## config.mk

```make
export PLATFORM = sky130hd
export DESIGN_NAME = digit_serial_adder
export DESIGN_NICKNAME = d
export VERILOG_FILES = /design/src/rtl/digit_serial_adder_pkg.sv /design/src/rtl/digit_serial_adder_digit_adder.sv /design/src/rtl/digit_serial_adder.sv
export SDC_FILE = /design/constraint.sdc
export NUM_CORES = 1
export LEC_CHECK = 0
export ABC_AREA = 1
export CORE_UTILIZATION = 54
export CTS_CLUSTER_SIZE = 10
export DETAILED_ROUTE_END_ITERATION = 10
export GPL_TIMING_DRIVEN = 0
export PLACE_DENSITY = 0.81
export SYNTH_ARGS = -nofsm -noshare
export SYNTH_HDL_FRONTEND = slang
export SYNTH_HIERARCHICAL = 1
export SYNTH_SLANG_ARGS = --single-unit
```

## constraint.sdc

```tcl
create_clock -name clk -period 3.05 [get_ports clk]
set_clock_uncertainty 0.15 [all_clocks]
set_input_delay 0.61 -clock clk [delete_from_list [all_inputs] [get_ports clk]]
set_output_delay 0.61 -clock clk [all_outputs]
set_load 0.02 [all_outputs]
```

## src/rtl/digit_serial_adder_pkg.sv

```systemverilog
// Shared types and sizing helpers for the digit-serial adder.
package adder_pkg;

    typedef enum logic [1:0] {
        ST_IDLE = 2'd0,
        ST_RUN  = 2'd1,
        ST_DONE = 2'd2
    } state_t;

    // Number of digits processed per operation.
    function automatic int unsigned calc_n(input int unsigned width, input int unsigned digit);
        return width / digit;
    endfunction

    // Digit counter width: clog2(N), never below one bit.
    function automatic int unsigned calc_cnt_w(input int unsigned width, input int unsigned digit);
        int unsigned w;
        w = $clog2(width / digit);
        return (w < 1) ? 1 : w;
    endfunction

endpackage

```

## src/rtl/digit_serial_adder_digit_adder.sv

```systemverilog
// Combinational DIGIT-bit ripple chain of one-bit full-adder cells.
module digit_adder #(
    parameter int unsigned DIGIT = 2
) (
    input  logic [DIGIT-1:0] a_d,
    input  logic [DIGIT-1:0] b_d,
    input  logic             c_in,
    output logic [DIGIT-1:0] s_d,
    output logic             c_out,
    output logic             c_msb_in
);

    logic [DIGIT:0] w_c;

    assign w_c[0] = c_in;

    for (genvar i = 0; i < DIGIT; i++) begin : g_fa
        assign s_d[i]     = a_d[i] ^ b_d[i] ^ w_c[i];
        assign w_c[i + 1] = (a_d[i] & b_d[i]) | (w_c[i] & (a_d[i] ^ b_d[i]));
    end

    assign c_out    = w_c[DIGIT];
    assign c_msb_in = w_c[DIGIT-1];

endmodule

```

## src/rtl/digit_serial_adder.sv

```systemverilog
// Multi-cycle adder: WIDTH-bit a + b + cin, DIGIT bits per clock, LSB digit first.
// Optional signed-overflow output enabled by DIGIT_SERIAL_ADDER_OVF_EN.
module digit_serial_adder
    import adder_pkg::*;
#(
    parameter int unsigned WIDTH = 8,
    parameter int unsigned DIGIT = 2
) (
    input  logic             clk,
    input  logic             rst,
    input  logic             in_valid,
    output logic             in_ready,
    input  logic [WIDTH-1:0] a,
    input  logic [WIDTH-1:0] b,
    input  logic             cin,
    output logic             out_valid,
    input  logic             out_ready,
    output logic [WIDTH-1:0] sum,
    output logic             cout
`ifdef DIGIT_SERIAL_ADDER_OVF_EN
    ,
    output logic             ovf
`endif
);

    localparam int unsigned N     = calc_n(WIDTH, DIGIT);
    localparam int unsigned CNT_W = calc_cnt_w(WIDTH, DIGIT);
    localparam logic [CNT_W-1:0] CNT_LAST = CNT_W'(N - 1);

    state_t           r_state,     w_state_nxt;
    logic [WIDTH-1:0] r_a,         w_a_nxt;
    logic [WIDTH-1:0] r_b,         w_b_nxt;
    logic [WIDTH-1:0] r_sum,       w_sum_nxt;
    logic             r_carry,     w_carry_nxt;
    logic [CNT_W-1:0] r_cnt,       w_cnt_nxt;
    logic             r_cout,      w_cout_nxt;
    logic             r_in_ready,  w_in_ready_nxt;
    logic             r_out_valid, w_out_valid_nxt;

    logic [DIGIT-1:0] w_s_d;
    logic             w_c_out;
    logic [WIDTH-1:0] w_sum_shift;

`ifdef DIGIT_SERIAL_ADDER_OVF_EN
    logic             r_ovf, w_ovf_nxt;
    logic             w_c_msb_in;
`endif

    digit_adder #(
        .DIGIT (DIGIT)
    ) u_digit_adder (
        .a_d      (r_a[DIGIT-1:0]),
        .b_d      (r_b[DIGIT-1:0]),
        .c_in     (r_carry),
        .s_d      (w_s_d),
        .c_out    (w_c_out),
`ifdef DIGIT_SERIAL_ADDER_OVF_EN
        .c_msb_in (w_c_msb_in)
`else
        .c_msb_in ()
`endif
    );

    // New digit enters at the top; after N shifts the sum is fully assembled.
    if (DIGIT == WIDTH) begin : g_sum_full
        assign w_sum_shift = w_s_d;
    end else begin : g_sum_shift
        assign w_sum_shift = {w_s_d, r_sum[WIDTH-1:DIGIT]};
    end

    // Next-state and datapath update.
    always_comb begin
        w_state_nxt     = r_state;
        w_a_nxt         = r_a;
        w_b_nxt         = r_b;
        w_sum_nxt       = r_sum;
        w_carry_nxt     = r_carry;
        w_cnt_nxt       = r_cnt;
        w_cout_nxt      = r_cout;
        w_in_ready_nxt  = r_in_ready;
        w_out_valid_nxt = r_out_valid;
`ifdef DIGIT_SERIAL_ADDER_OVF_EN
        w_ovf_nxt       = r_ovf;
`endif
        unique case (r_state)
            ST_IDLE: begin
                if (in_valid && r_in_ready) begin
                    w_a_nxt        = a;
                    w_b_nxt        = b;
                    w_carry_nxt    = cin;
                    w_cnt_nxt      = '0;
                    w_in_ready_nxt = 1'b0;
                    w_state_nxt    = ST_RUN;
                end
            end
            ST_RUN: begin
                w_a_nxt     = r_a >> DIGIT;
                w_b_nxt     = r_b >> DIGIT;
                w_sum_nxt   = w_sum_shift;
                w_carry_nxt = w_c_out;
                w_cnt_nxt   = r_cnt + CNT_W'(1);
                if (r_cnt == CNT_LAST) begin
                    w_cout_nxt      = w_c_out;
                    w_out_valid_nxt = 1'b1;
                    w_state_nxt     = ST_DONE;
`ifdef DIGIT_SERIAL_ADDER_OVF_EN
                    w_ovf_nxt       = w_c_msb_in ^ w_c_out;
`endif
                end
            end
            ST_DONE: begin
                if (out_ready) begin
                    w_out_valid_nxt = 1'b0;
                    w_in_ready_nxt  = 1'b1;
                    w_state_nxt     = ST_IDLE;
                end
            end
            default: begin
                w_out_valid_nxt = 1'b0;
                w_in_ready_nxt  = 1'b1;
                w_state_nxt     = ST_IDLE;
            end
        endcase
    end

    // State and datapath registers; reset aborts any operation in flight.
    always_ff @(posedge clk) begin
        if (rst) begin
            r_state     <= ST_IDLE;
            r_a         <= '0;
            r_b         <= '0;
            r_sum       <= '0;
            r_carry     <= 1'b0;
            r_cnt       <= '0;
            r_cout      <= 1'b0;
            r_in_ready  <= 1'b1;
            r_out_valid <= 1'b0;
`ifdef DIGIT_SERIAL_ADDER_OVF_EN
            r_ovf       <= 1'b0;
`endif
        end else begin
            r_state     <= w_state_nxt;
            r_a         <= w_a_nxt;
            r_b         <= w_b_nxt;
            r_sum       <= w_sum_nxt;
            r_carry     <= w_carry_nxt;
            r_cnt       <= w_cnt_nxt;
            r_cout      <= w_cout_nxt;
            r_in_ready  <= w_in_ready_nxt;
            r_out_valid <= w_out_valid_nxt;
`ifdef DIGIT_SERIAL_ADDER_OVF_EN
            r_ovf       <= w_ovf_nxt;
`endif
        end
    end

    assign in_ready  = r_in_ready;
    assign out_valid = r_out_valid;
    assign sum       = r_sum;
    assign cout      = r_cout;
`ifdef DIGIT_SERIAL_ADDER_OVF_EN
    assign ovf       = r_ovf;
`endif

endmodule
```

; Yosys cells after proc, flatten, opt, wreduce, memory -nomap -nowiden
; Index checks and enable logic that the tools add are counted.
[totals]
reg_bits = 32
input_bits = 21
output_inout_bits = 11
[op_classes]
n_mux = 18
eq_ne = 6
n_reduce_logical = 8
n_addsub = 1
bitwise = 12
[op_table]
columns = operator, n
row1 = 8-bit one-hot mux with 2 select lines, 2
row2 = 8-bit 2-to-1 mux, 2
row3 = 3-bit AND reduction, 3
row4 = 2-bit 2-to-1 mux, 4
row5 = 2-bit inequality test (second input constant), 3
row6 = 1-bit one-hot mux with 3 select lines, 2
row7 = 2-bit one-hot mux with 3 select lines, 1
row8 = 1-bit 2-to-1 mux, 5
row9 = 1-bit bitwise AND, 4
row10 = 2-bit equality test (second input constant), 2
row11 = 2-bit one-hot mux with 2 select lines, 1
row12 = 2-bit AND reduction, 2
row13 = 1-bit XOR, 4
row14 = 2-bit by 1-bit adder with 2-bit output (second input constant), 1
row15 = 2-bit by 1-bit equality test with 1-bit output (second input constant), 1
row16 = 2-bit logical NOT, 1
row17 = 1-bit NOT, 2
row18 = 1-bit bitwise OR, 2
row19 = 1-bit one-hot mux with 2 select lines, 1
row20 = 2-bit nonzero test, 1
row21 = 1-bit logical AND, 1

; Depth between registers and ports, before layout
; Gate-level depths: netlist of run 1.
[depth]
ltp_word = 6
depth_mapped = 7

; Hierarchy
; The synthesis of run 1 kept the hierarchy.
[modules_own_cells]
columns = module, cells_per_inst, area_each_um2, n_inst
row1 = digit_serial_adder, 217, 1555.2, 1
row2 = digit_adder, 2, 40.0, 1

; Worst setup path after synthesis of run 1
; OpenSTA, ideal clock, no wires.
[synth_timing]
path_kind = register to register
start = register r_a[0]
end = register r_carry
period_less_slack_ns = 1.653
setup_slack_ns = 1.397
required_time_ns = 2.788
t_arrival_ns = 1.390
path_stages_with_launch = 7
path_buffers = 0
cell_sequence = dfxtp_1 > fa_1 > fa_1 > nand3_1 > nand2_1 > nor2_1 > nor2_2
[synth_between]
elab_chain_cells = 6
[synth_lines]
columns = item, line
row1 = from (decl), digit_serial_adder.sv:31  ; logic [WIDTH-1:0] r_a, w_a_nxt;
row2 = from (signal assigned), digit_serial_adder.sv:143  ; r_a <= w_a_nxt;
row3 = 1-bit XOR, digit_serial_adder_digit_adder.sv:19  ; assign w_c[i + 1] = (a_d[i] & b_d[i]) | (w_c[i] & (a_d[i] ^ b_d[i]));
row4 = 1-bit bitwise AND, digit_serial_adder_digit_adder.sv:19
row5 = 1-bit bitwise OR *, digit_serial_adder_digit_adder.sv:19
row6 = net u_digit_adder.c_msb_in, digit_serial_adder_digit_adder.sv:10  ; output logic c_msb_in
row7 = 1-bit bitwise AND *, digit_serial_adder_digit_adder.sv:19
row8 = 1-bit bitwise OR *, digit_serial_adder_digit_adder.sv:19
row9 = net w_c_out, digit_serial_adder.sv:41  ; logic w_c_out;
row10 = 1-bit one-hot mux with 2 select lines *, digit_serial_adder.sv:85  ; unique case (r_state)
row11 = to (signal assigned), digit_serial_adder.sv:146  ; r_carry <= w_carry_nxt;
row12 = to (decl), digit_serial_adder.sv:34  ; logic r_carry, w_carry_nxt;
; Mark *: on every way through the listed nets, which the timed path passes. The rest lies on a longest branch.
; A chain may end at the register's enable or synchronous reset.

; Worst setup path after layout of run 1
[layout_timing]
start = register r_in_ready (netlist: in_ready)
end = output port in_ready
[layout_lines]
columns = item, line
row1 = from (decl), digit_serial_adder.sv:37  ; logic r_in_ready, w_in_ready_nxt;
row2 = from (signal assigned), digit_serial_adder.sv:149  ; r_in_ready <= w_in_ready_nxt;
row3 = to (decl), digit_serial_adder.sv:12  ; output logic in_ready,
; No word-level cell between the ends.

==> results of run 1 <==
## path summary, 6_finish.rpt
path,start,to,slack (ns),depth (start not counted)
max,in_ready,in_ready,0.88,1
max reg2reg,r_a[0],r_carry,1.26,6
min,out_valid,out_valid,0.32,2
min reg2reg,out_valid,out_valid,0.32,2
## metal layers
layer,share of wire,track usage
met1,0.45,0.2964
met2,0.46,0.3844
met3,0.068,0.07373
met4,0.022,0.09059
met5,0,0
## layout make-up
| type | instances | area, um^2 | area share |
|---|---|---|---|
| repair buffers | 31 | 310.3 | 0.1536 |
| multi-input cells | 158 | 772.0 | 0.3820 |
| clock inverters | 2 | 35.03 | 0.01734 |
| inverters | 18 | 70.07 | 0.03467 |
| clock buffers | 6 | 41.29 | 0.02043 |
| plain buffers | 11 | 112.6 | 0.05573 |
| flip-flops and latches | 32 | 640.6 | 0.3170 |
| well taps | 31 | 38.79 | 0.01920 |
## through the flow
stage	hold WS, ns	instances	utilization
final	0.3240	289	0.7265
after global routing	0.3440	289	0.7265
after CTS	0.3267	289	0.7265
after detailed placement	0.3070	281	0.6991
after global placement	0.3041	281	0.6991
after floorplan	0.2864	219	-
## registers in the layout (all words and copies together), names as in the netlist
name / count
r_a: 8
r_b: 8
sum: 8
r_cnt: 2
r_state: 2
cout: 1
in_ready: 1
out_valid: 1
r_carry: 1
## logic make-up (layout without fill, tap and decap cells)
family | Yosys count | in the layout | share of synthesized area
AND/OR/NAND/NOR | 136 | 136 | 0.3867
AO/OA/AOI/OAI | 19 | 19 | 0.06431
adder cells (fa/ha/maj) | 3 | 3 | 0.03294
flip-flops | 32 | 32 | 0.4016
buffers and inverters | 29 | 68 | 0.1145
## Yosys cell counts, drive strengths merged
library cell	instances
nor2	55
nand2	49
dfxtp	32
nand3	32
inv	18
o21ai	15
buf	10
a21oi	4
fa	2
clkbuf	1
ha	1
## power by group through the flow
stage	clock [mW]	sequential (mW)	combinational, mW
3_3_place_gp	0	0.496	0.265
4_1_cts	0.325	0.488	0.271
5_1_grt	0.343	0.494	0.302
2_1_floorplan	0	0.507	0.169
6_report	0.318	0.488	0.270
3_5_place_dp	0	0.497	0.270
==> results.sh, run 1 <==
export IMPL_status="completed"
export IMPL_p_total_mw=1.076
export IMPL_ios=32
export IMPL_start_util=0.5735
export IMPL_p_seq_frac=0.454
export IMPL_cts_max_path_buffers=2
export IMPL_end_kind="primary output"
export IMPL_drive_above_1_share=0.1240
export IMPL_period_needed_ns=2.173
export IMPL_setup_ws_ns=0.8767
export IMPL_row_count=19
export IMPL_min_path_type="reg -> reg"
export IMPL_synth_area_top_cells="dfxtp_1 40%, nand2_1 11%, nor2_1 11%"
export IMPL_nFillCells=239
export IMPL_start_kind="register"
export IMPL_dieArea_um2=3175
export IMPL_required_ns=2.29
export IMPL_slew_headroom=0.7531
export IMPL_crit_type="reg -> out"
export IMPL_ys_seq_area_frac=0.4016
export IMPL_cts_repair_resized=0
export IMPL_clk_latency_ns=0.34
export IMPL_wl_per_cell_um=11.37
export IMPL_core_um2=2781
export IMPL_ir_drop_uv=433.4
export IMPL_cp_slowest_cell="clkdlybuf4s50_1"
export IMPL_cellPowerDensity_nw_per_um2=532.3
export IMPL_crit_chain="clkdlybuf4s50_1"
export IMPL_hold_buffers=0
export IMPL_synth_avg_cell_area_um2=7.284
export IMPL_cts_setup_buffers=0
export IMPL_yosysUniqueCellTypes=21
export IMPL_gr_usage_all_layers=0.2376
export IMPL_drc_errors=0
export IMPL_grt_overflow=0
export IMPL_hold_viol_final=0
export IMPL_yosysWarnings=6
export IMPL_fmax_mhz=460.1
export IMPL_cellLeakagePower_nw=0.9078
export IMPL_first_global_vias=1303
export IMPL_fp_dieW_um=56.35
export IMPL_worstPathArrival_ns=1.41
export IMPL_grt_pass1_wl_mm=5.782
export IMPL_grt_max_degree=11
export IMPL_cp_num_buf_inv=1
export IMPL_internal_power_mw=0.7584
export IMPL_cts_root_buf="clkbuf_4"
export IMPL_most_common_layout_cells="47 x nand2_1, 47 x nor2_1, 32 x dfxtp_1"
export IMPL_tightest_slew_ns=0.3703
export IMPL_preCtsSetupSlack_ns=0.8976
export IMPL_setup_violations=0
export IMPL_wl_mm=3.287
export IMPL_antenna_found_initial=0
export IMPL_numCtsBuffers=5
export IMPL_cp_top_family="buffers and inverters"
export IMPL_yosysTopAreaCell="dfxtp_1"
export IMPL_antenna_cells=0
export IMPL_fin_tns_setup_ns=0
export IMPL_yosys_area_top_type_share=0.4016
export IMPL_via_count=1447
export IMPL_dr_pass1_iters=4
export IMPL_cts_tree="yes"
export IMPL_p_comb_frac=0.251
export IMPL_place_area_um2=1944
export IMPL_maxSlewViolCount=0
export IMPL_htreeDepth=2
export IMPL_swShare=0.2949
export IMPL_drv_cap=0
export IMPL_viasPerCell=5.007
export IMPL_rsz0062_at_grt="no"
export IMPL_pwr_share_clk=0.295
export IMPL_cts_sinks=32
export IMPL_cp_max_fo=4
export IMPL_clk_pin_slew_ns=0.10
export IMPL_netSwitchingPower_mw=0.3171
export IMPL_design_area_um2=2021
export IMPL_syn_inst=219
export IMPL_finalNetCount=281
export IMPL_port_buffers=31
export IMPL_hpwl_mm=2.348
export IMPL_die_y_um=56.35
export IMPL_antenna_left=0
export IMPL_gp_congestion=0.7364
export IMPL_period_share=0.7126
export IMPL_syn_nets=243
export IMPL_drt_iter0_markers=64
export IMPL_ys_ff_latch=32
export IMPL_netlist_area_um2=1595
export IMPL_syn_to_final_growth_pct=26.67
export IMPL_cpPeakStageDelay_ns=0.64
(Power assumes the default switching activity.)
==> inputs of run 2 (changes only) <==
Settings changed: CORE_UTILIZATION 54 to 46, PLACE_DENSITY 0.81 to 0.73.
Clock period 3.05 ns to 1.9 ns, I/O delays scaled along.
==> results.sh, run 2 (same netlist as run 1, synthesis figures left out) <==
export IMPL_status="completed"
export IMPL_cellLeakagePower_nw=0.9676
export IMPL_drt_iter0_markers=33
export IMPL_swShare=0.3171
export IMPL_dr_pass1_iters=4
export IMPL_setup_ws_ns=0.06061
export IMPL_preCtsSetupSlack_ns=-0.04949
export IMPL_cp_top_family="buffers and inverters"
export IMPL_antenna_found_initial=0
export IMPL_ff2ff_path_depth=6
export IMPL_cp_slowest_cell="clkdlybuf4s50_1"
export IMPL_fin_tns_setup_ns=0
export IMPL_fp_dieW_um=60.89
export IMPL_startpoint="sum[7]"
export IMPL_ir_drop_uv=399.6
export IMPL_die_y_um=60.89
export IMPL_endpoint="sum[7]"
export IMPL_syn_to_final_growth_pct=27.45
export IMPL_drv_cap=0
export IMPL_setup_violations=0
export IMPL_hold_buffers=0
export IMPL_cp_max_fo=3
export IMPL_r2r_setup_slack_ns=0.13
export IMPL_worstPathArrival_ns=1.31
export IMPL_internal_power_mw=1.112
export IMPL_numCtsBuffers=5
export IMPL_rr_endpoint="r_carry"
export IMPL_fmax_mhz=543.7
export IMPL_dieArea_um2=3708
export IMPL_tightest_slew_ns=0.3909
export IMPL_p_comb_frac=0.262
export IMPL_cts_root_buf="clkbuf_4"
export IMPL_critical_path_depth=1
export IMPL_core_um2=3337
export IMPL_gp_congestion=0.7749
export IMPL_drive_above_1_share=0.1279
export IMPL_design_area_um2=2033
export IMPL_cp_num_buf_inv=1
export IMPL_rr_startpoint="r_a[0]"
export IMPL_p_total_mw=1.629
export IMPL_period_share=0.9681
export IMPL_via_count=1440
export IMPL_most_common_layout_cells="47 x nand2_1, 47 x nor2_1, 32 x dfxtp_1"
export IMPL_row_count=21
export IMPL_end_kind="primary output"
export IMPL_wl_per_cell_um=11.22
export IMPL_start_util=0.4781
export IMPL_cts_setup_buffers=0
export IMPL_clk_pin_slew_ns=0.10
export IMPL_htreeDepth=2
export IMPL_wl_mm=3.410
export IMPL_rsz0062_at_grt="no"
export IMPL_place_area_um2=1963
export IMPL_grt_max_degree=11
export IMPL_drc_errors=0
export IMPL_start_kind="register"
export IMPL_min_path_type="reg -> reg"
export IMPL_gr_usage_all_layers=0.2114
export IMPL_hpwl_mm=2.332
export IMPL_pwr_share_clk=0.258
export IMPL_slew_headroom=0.7394
export IMPL_cts_max_path_buffers=2
export IMPL_period_needed_ns=1.839
export IMPL_maxSlewViolCount=0
export IMPL_ios=32
export IMPL_netSwitchingPower_mw=0.5164
export IMPL_p_seq_frac=0.480
export IMPL_crit_chain="clkdlybuf4s50_1"
export IMPL_first_global_vias=1338
export IMPL_finalNetCount=281
export IMPL_crit_type="reg -> out"
export IMPL_cts_tree="yes"
export IMPL_cpPeakStageDelay_ns=0.61
export IMPL_clk_latency_ns=0.34
export IMPL_viasPerCell=4.737
export IMPL_required_ns=1.37
export IMPL_grt_pass1_wl_mm=5.768
export IMPL_antenna_left=0
export IMPL_cellPowerDensity_nw_per_um2=801.0
export IMPL_cts_sinks=32
export IMPL_antenna_cells=0
export IMPL_port_buffers=31
export IMPL_grt_overflow=0
export IMPL_hold_viol_final=0
-- run 2: cell count changes in the layout (fill, tap and decap cells not counted) --
cell             previous run  this run
clkbuf_8                    0         1
clkinv_2                    1         2
dlymetal6s2s_1              0         4
clkbuf_1                    2         1
clkdlybuf4s50_1            31        26
bufinv_16                   1         0
dlygate4sd2_1               0         1
-- run 2: layout make-up --
| type | instances | area [um^2] |
|---|---|---|
| multi-input cells | 158 | 772.0 |
| plain buffers | 11 | 112.6 |
| clock inverters | 2 | 10.01 |
| fillers | 337 | 1304 |
| repair buffers | 31 | 319.1 |
| clock buffers | 6 | 51.30 |
| flip-flops and latches | 32 | 640.6 |
| inverters | 18 | 70.07 |
| well taps | 46 | 57.56 |
-- run 2: what timing repair did --
| action | in CTS | in global routing |
|---|---|---|
| endpoints found under the setup margin | 1 | 4 |
| gates resized for setup | 1 | 4 |
| hold endpoints to repair | 0 | 0 |
| cloned | 0 | 0 |
-- run 2: worst min path at each step --
stage | endpoint | cells past startpoint | slack [ns] | from
CTS | r_cnt[0] | 1 | 0.32 | r_cnt[0]
finish | r_cnt[0] | 1 | 0.32 | r_cnt[0]
detailed placement | r_cnt[0] | 1 | 0.30 | r_cnt[0]
global placement | r_cnt[0] | 1 | 0.30 | r_cnt[0]
floorplan | r_cnt[0] | 1 | 0.29 | r_cnt[0]
global route | r_cnt[0] | 1 | 0.35 | r_cnt[0]
-- run 2: metal layers --
layer | GRT usage | vias to the layer above | routed length (um)
li1 | - | 761 | -
met1 | 0.2639 | 639 | 1621
met2 | 0.3501 | 36 | 1589
met3 | 0.06397 | 4 | 162
met4 | 0.06818 | 0 | 37
met5 | 0 | - | 0
-- run 2: per-stage QoR --
| step | instances | hold WS (ns) | util |
|---|---|---|---|
| CTS | 304 | 0.3222 | 0.6063 |
| global route | 304 | 0.3540 | 0.6093 |
| floorplan | 219 | 0.2864 | - |
| detailed placement | 296 | 0.3036 | 0.5883 |
| global placement | 296 | 0.3003 | 0.5883 |
| finish | 304 | 0.3211 | 0.6093 |
-- run 2: power by group through the flow --
stage               Combinational [mW]  Sequential (mW)  Clock, mW
floorplan                        0.271            0.813          0
global placement                 0.425            0.796          0
detailed placement               0.430            0.798          0
CTS                              0.430            0.782      0.427
global route                     0.487            0.790      0.454
finish                           0.427            0.782      0.420
==> inputs of run 3 (changes only) <==
Settings changed: CTS_CLUSTER_SIZE 10 to unset.
==> results of run 3 <==
No change in the layout: final DEF, timing and power equal those of run 2.
